--- config.mk ---
export PLATFORM = sky130hd
export DESIGN_NAME = par_to_ser_multi
export DESIGN_NICKNAME = d
export VERILOG_FILES = /design/src/rtl/par_to_ser_multi.sv
export SDC_FILE = /design/constraint.sdc
export NUM_CORES = 1
export LEC_CHECK = 0
export CAP_MARGIN = 20
export CORE_MARGIN = 5
export CORE_UTILIZATION = 40
export DETAILED_ROUTE_END_ITERATION = 12
export MAX_ROUTING_LAYER = met4
export PLACE_DENSITY = 0.68
export SKIP_LAST_GASP = 1
export SYNTH_ARGS = -nofsm -noshare
export SYNTH_HDL_FRONTEND = slang
export SYNTH_SLANG_ARGS = --single-unit
--- constraint.sdc ---
create_clock -name clk_ser -period 2.1 [get_ports clk_ser]
set_input_delay 0.21 -clock clk_ser [delete_from_list [all_inputs] [get_ports clk_ser]]
set_output_delay 0.21 -clock clk_ser [all_outputs]
set_load 0.01 [all_outputs]
--- src/rtl/par_to_ser_multi.sv ---
// Multi-lane parallel-to-serial shifter with SDR/DDR, bitslip framing and PRBS7 test words.
// A word accepted at a load edge is on ser_rise/ser_fall one cycle later; par_ready is high one cycle in SLOTS, and underruns send IDLE_WORD.
module par_to_ser_multi #(
  parameter int                  CHANNELS  = 3,
  parameter int                  WORD_W    = 10,
  parameter int                  DDR       = 1,
  parameter int                  MSB_FIRST = 0,
  parameter int unsigned         IDLE_WORD = 32'h354,
  parameter logic [CHANNELS-1:0] INVERT    = '0
) (
  input  logic                         clk_ser,
  input  logic                         rst,
  input  logic [CHANNELS*WORD_W-1:0]   par_data,
  input  logic                         par_valid,
  output logic                         par_ready,
  input  logic [CHANNELS-1:0]          bitslip,
  input  logic                         prbs_en,
  output logic [CHANNELS-1:0]          ser_rise,
  output logic [CHANNELS-1:0]          ser_fall,
  output logic                         frame_start,
  output logic                         underrun,
  output logic [15:0]                  underrun_cnt
);

  localparam int BPC    = (DDR != 0) ? 2 : 1;
  localparam int SLOTS  = WORD_W / BPC;
  localparam int SLOT_W = (SLOTS > 1) ? $clog2(SLOTS) : 1;
  localparam int ROT_W  = (WORD_W > 1) ? $clog2(WORD_W) : 1;
  localparam logic [SLOT_W-1:0] LAST_SLOT = SLOT_W'(SLOTS - 1);
  localparam logic [ROT_W-1:0]  LAST_ROT  = ROT_W'(WORD_W - 1);
  localparam logic [WORD_W-1:0] IDLE_W    = IDLE_WORD[WORD_W-1:0];

  logic [SLOT_W-1:0]                slot_q, slot_d;
  logic [CHANNELS-1:0][WORD_W-1:0]  sr_q, sr_d;
  logic [CHANNELS-1:0][ROT_W-1:0]   rot_q, rot_d;
  logic [6:0]                       lfsr_q, lfsr_d;
  logic                             underrun_q, underrun_d;
  logic [15:0]                      underrun_cnt_q, underrun_cnt_d;
  logic                             frame_start_q, frame_start_d;

  logic                             load;
  logic [6:0]                       lfsr_v;
  logic                             prbs_bit;
  logic [WORD_W-1:0]                prbs_word;
  logic [WORD_W-1:0]                src_word;
  logic [WORD_W-1:0]                ord_word;
  logic [2*WORD_W-1:0]              rot_dbl;

  always_comb begin
    load           = (slot_q == LAST_SLOT);
    slot_d         = load ? '0 : slot_q + 1'b1;
    lfsr_v         = lfsr_q;
    prbs_bit       = 1'b0;
    prbs_word      = '0;
    src_word       = '0;
    ord_word       = '0;
    rot_dbl        = '0;
    sr_d           = sr_q;
    rot_d          = rot_q;

    // Generated bit i becomes word bit i, so word[0] is the oldest PRBS bit.
    for (int i = 0; i < WORD_W; i++) begin
      prbs_bit     = lfsr_v[6] ^ lfsr_v[5];
      prbs_word[i] = prbs_bit;
      lfsr_v       = {lfsr_v[5:0], prbs_bit};
    end
    lfsr_d = (load && prbs_en) ? lfsr_v : lfsr_q;

    for (int c = 0; c < CHANNELS; c++) begin
      if (prbs_en) begin
        src_word = prbs_word;
      end else if (par_valid) begin
        src_word = par_data[c*WORD_W +: WORD_W];
      end else begin
        src_word = IDLE_W;
      end
      ord_word = src_word;
      if (MSB_FIRST != 0) begin
        for (int i = 0; i < WORD_W; i++) begin
          ord_word[i] = src_word[WORD_W-1-i];
        end
      end
      // Each slip delays the lane's framing by one bit time: bit i is sent at time i+rot.
      rot_dbl  = {ord_word, ord_word} << rot_q[c];
      sr_d[c]  = load ? rot_dbl[2*WORD_W-1 -: WORD_W] : (sr_q[c] >> BPC);
      if (bitslip[c]) begin
        rot_d[c] = (rot_q[c] == LAST_ROT) ? '0 : rot_q[c] + 1'b1;
      end
    end

    underrun_d     = load && !prbs_en && !par_valid;
    underrun_cnt_d = (underrun_d && (underrun_cnt_q != 16'hFFFF)) ? underrun_cnt_q + 16'd1
                                                                  : underrun_cnt_q;
    frame_start_d  = load;
  end

  always_ff @(posedge clk_ser or posedge rst) begin
    if (rst) begin
      slot_q         <= LAST_SLOT;
      sr_q           <= '0;
      rot_q          <= '0;
      lfsr_q         <= 7'h7F;
      underrun_q     <= 1'b0;
      underrun_cnt_q <= '0;
      frame_start_q  <= 1'b0;
    end else begin
      slot_q         <= slot_d;
      sr_q           <= sr_d;
      rot_q          <= rot_d;
      lfsr_q         <= lfsr_d;
      underrun_q     <= underrun_d;
      underrun_cnt_q <= underrun_cnt_d;
      frame_start_q  <= frame_start_d;
    end
  end

  always_comb begin
    ser_rise = '0;
    ser_fall = '0;
    for (int c = 0; c < CHANNELS; c++) begin
      ser_rise[c] = sr_q[c][0]     ^ INVERT[c];
      ser_fall[c] = sr_q[c][BPC-1] ^ INVERT[c];
    end
  end

  assign par_ready    = load;
  assign frame_start  = frame_start_q;
  assign underrun     = underrun_q;
  assign underrun_cnt = underrun_cnt_q;

endmodule
==> flow_summary.yaml <==
routing:
  vias_per_cell: 5.79
  wl_per_cell_um: 18.5
  route.detailed.drc: 0
  detail_route.iter0.violations: 350
  via_count: 4785
  detail_route_antenna_nets: 0
  routed_wirelength_mm: 15.3
  dr.pass1.iters: 4
hold_path:
  worst_hold_path_type: "primary input to async pin"
global_route:
  number_of_antenna_violations_at_the_first_check_in_global_routing: 0
  grt_remaining_overflow: 0
  first_global_vias: 4839
  total_routing_usage_reported_by_global_routing: 0.215
  global_route_wire_length_before_repair_mm: 24.9
  grt_start_max_net_pins: 45
clock_network:
  insertion_delay_ns: 0.35
  clock_sinks: 70
  cts_root_buffer: "clkbuf_16"
  max_clock_buf_depth: 2
  clk_pin_slew_worst_paths_ns: 0.06
  cts.htree.levels: 3
  cts_tree: "built"
  tritoncts.num_buffers: 9
timing:
  timing.final.setup_violations: 26
  timing_hold_violations_final: 0
  totalNegativeSetupSlack_ns: -3.09
  final-max-slew-violation-count: 0
  final.min_clock_period_ns: 2.29
  hold_slack_ns: 0.227
  rsz_0062_raised_after_global_routing: "yes"
  worst_clock_skew_ns: 0.00842
  finalCritPeriodShare: 1.09
  worst-slew-pin-transition_ns: 0.579
  achievable-frequency_mhz: 437
  fin_ws_ns: -0.187
  slew-limit-headroom: 0.614
logic_synthesis:
  post-synth-top-count-cell: "dfrtp_1"
  post_synth_num_cell_types: 59
  synth_enable_flop_cells: 0
  syn-cell-area_um2: 5150
  portion_of_the_post_synthesis_area_used_by_sequential_elements: 0.342
  yosys.area.top_type: "dfrtp_1"
  synth.yosys.warnings: 0
  yosys_most_used_dff: "dfrtp_1"
  total_nets_after_synthesis: 566
  synth_top_area_frac: 0.301
  synth_top_cells_by_count: "dfrtp_1 (62), nand2_1 (47), mux2i_1 (42)"
  async_reset_ff_frac: 1.00
  synth.ff_latch_count: 70
  syn-mean-instance-area_um2: 9.79
  post_synth_inst_count: 526
  synth_top_area_cells: "dfrtp_1 (30%), mux4_2 (8.3%), mux2i_1 (8.2%)"
floorplan:
  start_util: 0.408
  die_y_um: 123
  core_area_um2: 12600
  dieWidth_um: 123
  std_cell_rows: 41
  num_io_pins: 62
  die_area_um2: 15200
worst_setup_path:
  critical_path_peak_fanout: 2
  reg2reg_slack_ns: -0.19
  buffers_inverters_on_critical_path: 2
  crit_path_end_kind: "register"
  critPathMaxStageDelay_ns: 0.54
  crit_slowest_cell: "dfstp_2"
  critPathLaunchType: "register"
  path_cells: "buf_6 > xor2_2 > buf_4 > a22o_1 > mux4_2 > nor2b_4 > a311o_1 > a32o_1"
  critical_path_arrival_ns: 2.52
  critical_path_required_ns: 2.34
  critical-path-top-delay-family: "compound AO/OA/AOI/OAI gates"
  timing_worst_setup_path_type: "register to register"
placed_design:
  io_buffers: 61
  gp_routability_congestion: 1.00
  dpl.hpwl_mm: 11.2
finish:
  fin_nets: 690
  diodes: 0
  post_route_cells_drive_above_1_share: 0.371
  syn_to_final_growth_pct: 44.0
flow_run:
  timing.max_cap.violations: 0
run_status:
  outcome: "finished, violations left"
  violations_in_the_final_reports: "setup timing"
power_and_ir_drop:
  worst_ir_drop_on_vdd_uv: 776
  power.static_leakage_nw: 3.12
  power_density_nw_per_um2: 1110
## power breakdown
group | leakage, nW | internal (mW) | total, mW | switching [mW]
clock network | 0.129 | 0.807 | 1.43 | 0.627
logic | 2.08 | 2.51 | 4.96 | 2.45
registers | 0.907 | 1.60 | 1.85 | 0.256
## final timing paths
check / startpoint / endpoint / cells past startpoint
max: lfsr_q[0]$_DFFE_PP1P_ / sr_q[23]$_DFF_PP0_ / 8
min: rst / underrun_cnt[14]$_DFFE_PP0P_ / 3
max reg2reg: lfsr_q[0]$_DFFE_PP1P_ / sr_q[23]$_DFF_PP0_ / 8
min reg2reg: slot_q[0]$_DFF_PP0_ / slot_q[0]$_DFF_PP0_ / 1
max in group asynchronous: rst / lfsr_q[2]$_DFFE_PP1P_ / 3
min in group clk_ser: slot_q[0]$_DFF_PP0_ / slot_q[0]$_DFF_PP0_ / 1
## through the flow
stage,instances,worst slack [ns],area (um^2),power (mW),utilization
finish,827,-0.187,7410,8.25,0.587
CTS,821,-0.161,7000,7.75,0.555
global placement,793,-0.379,6450,6.00,0.511
detailed placement,793,-0.421,6450,6.10,0.511
floorplan,526,-0.0284,5200,4.92,-
global route,827,-0.240,7410,8.76,0.587
## registers in the layout, summed over array words and instances, names as in the netlist
signal / cells
sr_q: 24
underrun_cnt: 16
rot_q: 12
lfsr_q: 7
ser_fall: 3
ser_rise: 3
slot_q: 3
frame_start: 1
underrun: 1
## logic make-up (layout without fill, tap and decap cells)
family | after synthesis | in the layout | share of synthesized area
fa+ha+maj | 3 | 3 | 0.00729
simple gates | 146 | 146 | 0.136
buf+inv | 63 | 192 | 0.0598
compound gates | 142 | 142 | 0.211
mux | 71 | 71 | 0.187
xor+xnor | 31 | 31 | 0.0571
flops | 70 | 70 | 0.342
## worst register-to-register path, stage by stage, from the launching register on
cell and delay (ns):
dfstp_2 0.54, buf_6 0.10, xor2_2 0.06, buf_4 0.14
a22o_1 0.21, mux4_2 0.48, nor2b_4 0.15, a311o_1 0.27
a32o_1 0.22
## layout make-up
cell class	instances	area (um^2)
fillers	1047	5210
multi-input cells	393	3640
flip-flops and latches	70	1760
repair buffers	164	1480
clock buffers	10	229
well taps	172	215
clock inverters	6	46.3
inverters	12	45.0
## placed cells by master, fill, tap and decap left out, types with 5 or more instances in the layout
cell type	n
nor2_1	38
nand2_1	45
xor2_1	7
mux4_2	19
dfrtp_1	62
nand3_1	12
a2bb2oi_2	12
inv_1	10
o21ai_1	5
o22ai_2	6
dfstp_2	8
nand2b_1	12
buf_4	88
mux2i_2	13
nor3_1	7
a21oi_1	8
a21oi_2	6
a22oi_2	5
o211ai_1	14
a22o_4	6
o21ai_0	21
a2bb2oi_1	5
nor2b_1	7
buf_6	10
a22o_1	9
mux2i_1	21
mux2_2	7
xnor2_1	15
clkbuf_16	9
mux2i_4	8
clkdlybuf4s50_1	61
## repair_timing
action / in CTS / in global routing
endpoints found under the setup margin: 29 / 34
setup buffers: 14 / 7
resized for setup: 33 / 69
pin swaps: 19 / 27
cloned: 0 / 0
hold buffers: 0 / 0
## per-layer routing
metal | vias to the layer above | track usage | share of wire
li1 | 2201 | - | -
met4 | 0 | 0.0747 | 0.022
met5 | - | - | 0
met1 | 2362 | 0.276 | 0.42
met2 | 191 | 0.343 | 0.50
met3 | 31 | 0.0407 | 0.056
Note: power is estimated with default switching activity, not from simulation.
==> RTL change, RTL diff (config.mk and constraints unchanged) <==
Take the reset off `sr_q` and load it in a clocked block of its own.
--- a/src/rtl/par_to_ser_multi.sv
+++ b/src/rtl/par_to_ser_multi.sv
@@ -98,5 +98,4 @@
     if (rst) begin
       slot_q         <= LAST_SLOT;
-      sr_q           <= '0;
       rot_q          <= '0;
       lfsr_q         <= 7'h7F;
@@ -106,5 +105,4 @@
     end else begin
       slot_q         <= slot_d;
-      sr_q           <= sr_d;
       rot_q          <= rot_d;
       lfsr_q         <= lfsr_d;
@@ -113,4 +111,8 @@
       frame_start_q  <= frame_start_d;
     end
+  end
+
+  always_ff @(posedge clk_ser) begin
+    sr_q <= sr_d;
   end
 
Behaviour: not the same (Yosys sat finds a counterexample within 4 cycles, from zero or initial values and one cycle with rst high).
==> RTL change against the unedited design <==
Largest cell class unchanged; fmax down 0.78%; the flow still finishes with violations (negative setup slack); global-route usage down 0.50 points; sequential cell count unchanged; total power up 1.1%; setup slack worse by 0.018 ns; final area down 4.3%; wire length up 0.98%; area after synthesis down 3.8%; largest power group unchanged; combinational power down 3%; critical path type unchanged.
==> RTL change: results (changes against the unedited design) <==
| Metric | Value |
|---|---|
| GRT Util Overall | `21.0% (-0.50 points)` |
| Sequential cell area | `0.00161 sq mm (-8.5%)` |
| Wire length on met3 | `908 um (+5.2%)` |
| Routed WL | `15500 um (+0.98%)` |
| Met1 Wirelength | `6780 um (+4.3%)` |
| Post-Route Utilization | `58.8% (about the same)` |
| DP HPWL | `10800 um (-3.8%)` |
| Final setup margin | `-0.205 ns (-0.0179 ns)` |
| Post-synthesis mux area share | `15.8% (-2.9 points)` |
| Xor/xnor share of the synthesized area | `5.94% (+0.23 points)` |
| Mapped Nets | `595 (+5.1%)` |
| Cells on worst reg2reg path | `6 (-2)` |
| Sw Pwr | `0.00338 W (+1.3%)` |
| DR vias/cell | `5.81 (+0.45%)` |
| Global-route wire length before repair | `23800 um (-4.2%)` |
| Postcts setup bufs | `8 (-6)` |
| DP Area | `0.00621 sq mm (-3.7%)` |
| Global routing usage on met2 | `31.6% (-2.6 points)` |
| Area contributors post-synth | `dfrtp_1, dfxtp_1, mux4_2` |
| Non-clk invs | `18 (+6)` |
| CP delay by family, top | `flip-flops` |
| Comb pwr | `0.00479 W (-3%)` |
| Final setup fails | `28 (+7.7%)` |
| Post_cts resized | `38 (+15%)` |
| Sequential power | `0.00200 W (+8%)` |
| Register fraction of the total cell area | `22.7% (-1.0 points)` |
| Final clock-cell share | `4.13% (+0.42 points)` |
| Initial DRC Count | `414 (+18%)` |
| Post-synthesis sequential area ratio | `32.6% (-1.7 points)` |
| Violated checks | `negative setup slack` |
| Post-synth ARST share | `57.1% (-43 points)` |
| Critical path peak fanout | `3 (+1)` |
| Mapped Cells | `555 (+5.5%)` |
| Pre-antenna DRT Iters | `6 (+2)` |
| Status | `finished with violations` |
[RTL change: cell count changes after synthesis, sizes merged, moves of 7 or more]
cell / unedited run / this run
dfrtp: 62 / 32
mux2: 10 / 20
dfxtp: 0 / 30
mux2i: 42 / 26
nand2: 47 / 57
nand3: 12 / 19
a2bb2oi: 20 / 12
[RTL change: worst min-delay path: stages]
cell and delay (ns):
clkdlybuf4s50_1 0.40, inv_1 0.05, buf_4 0.44
[RTL change: cells by family after synthesis]
logic type / Yosys count
adder cells (fa/ha/maj): 3
buffers and inverters: 69
AND/OR/NAND/NOR: 167
AO/OA/AOI/OAI: 155
multiplexers: 59
flip-flops: 70
XOR/XNOR: 32
[RTL change: stage by stage]
step	setup TNS [ns]	setup WS [ns]
after floorplan	-0.478	-0.176
after global placement	-9.56	-0.395
after detailed placement	-9.98	-0.452
after CTS	-1.37	-0.154
after global routing	-4.37	-0.267
final	-2.73	-0.205
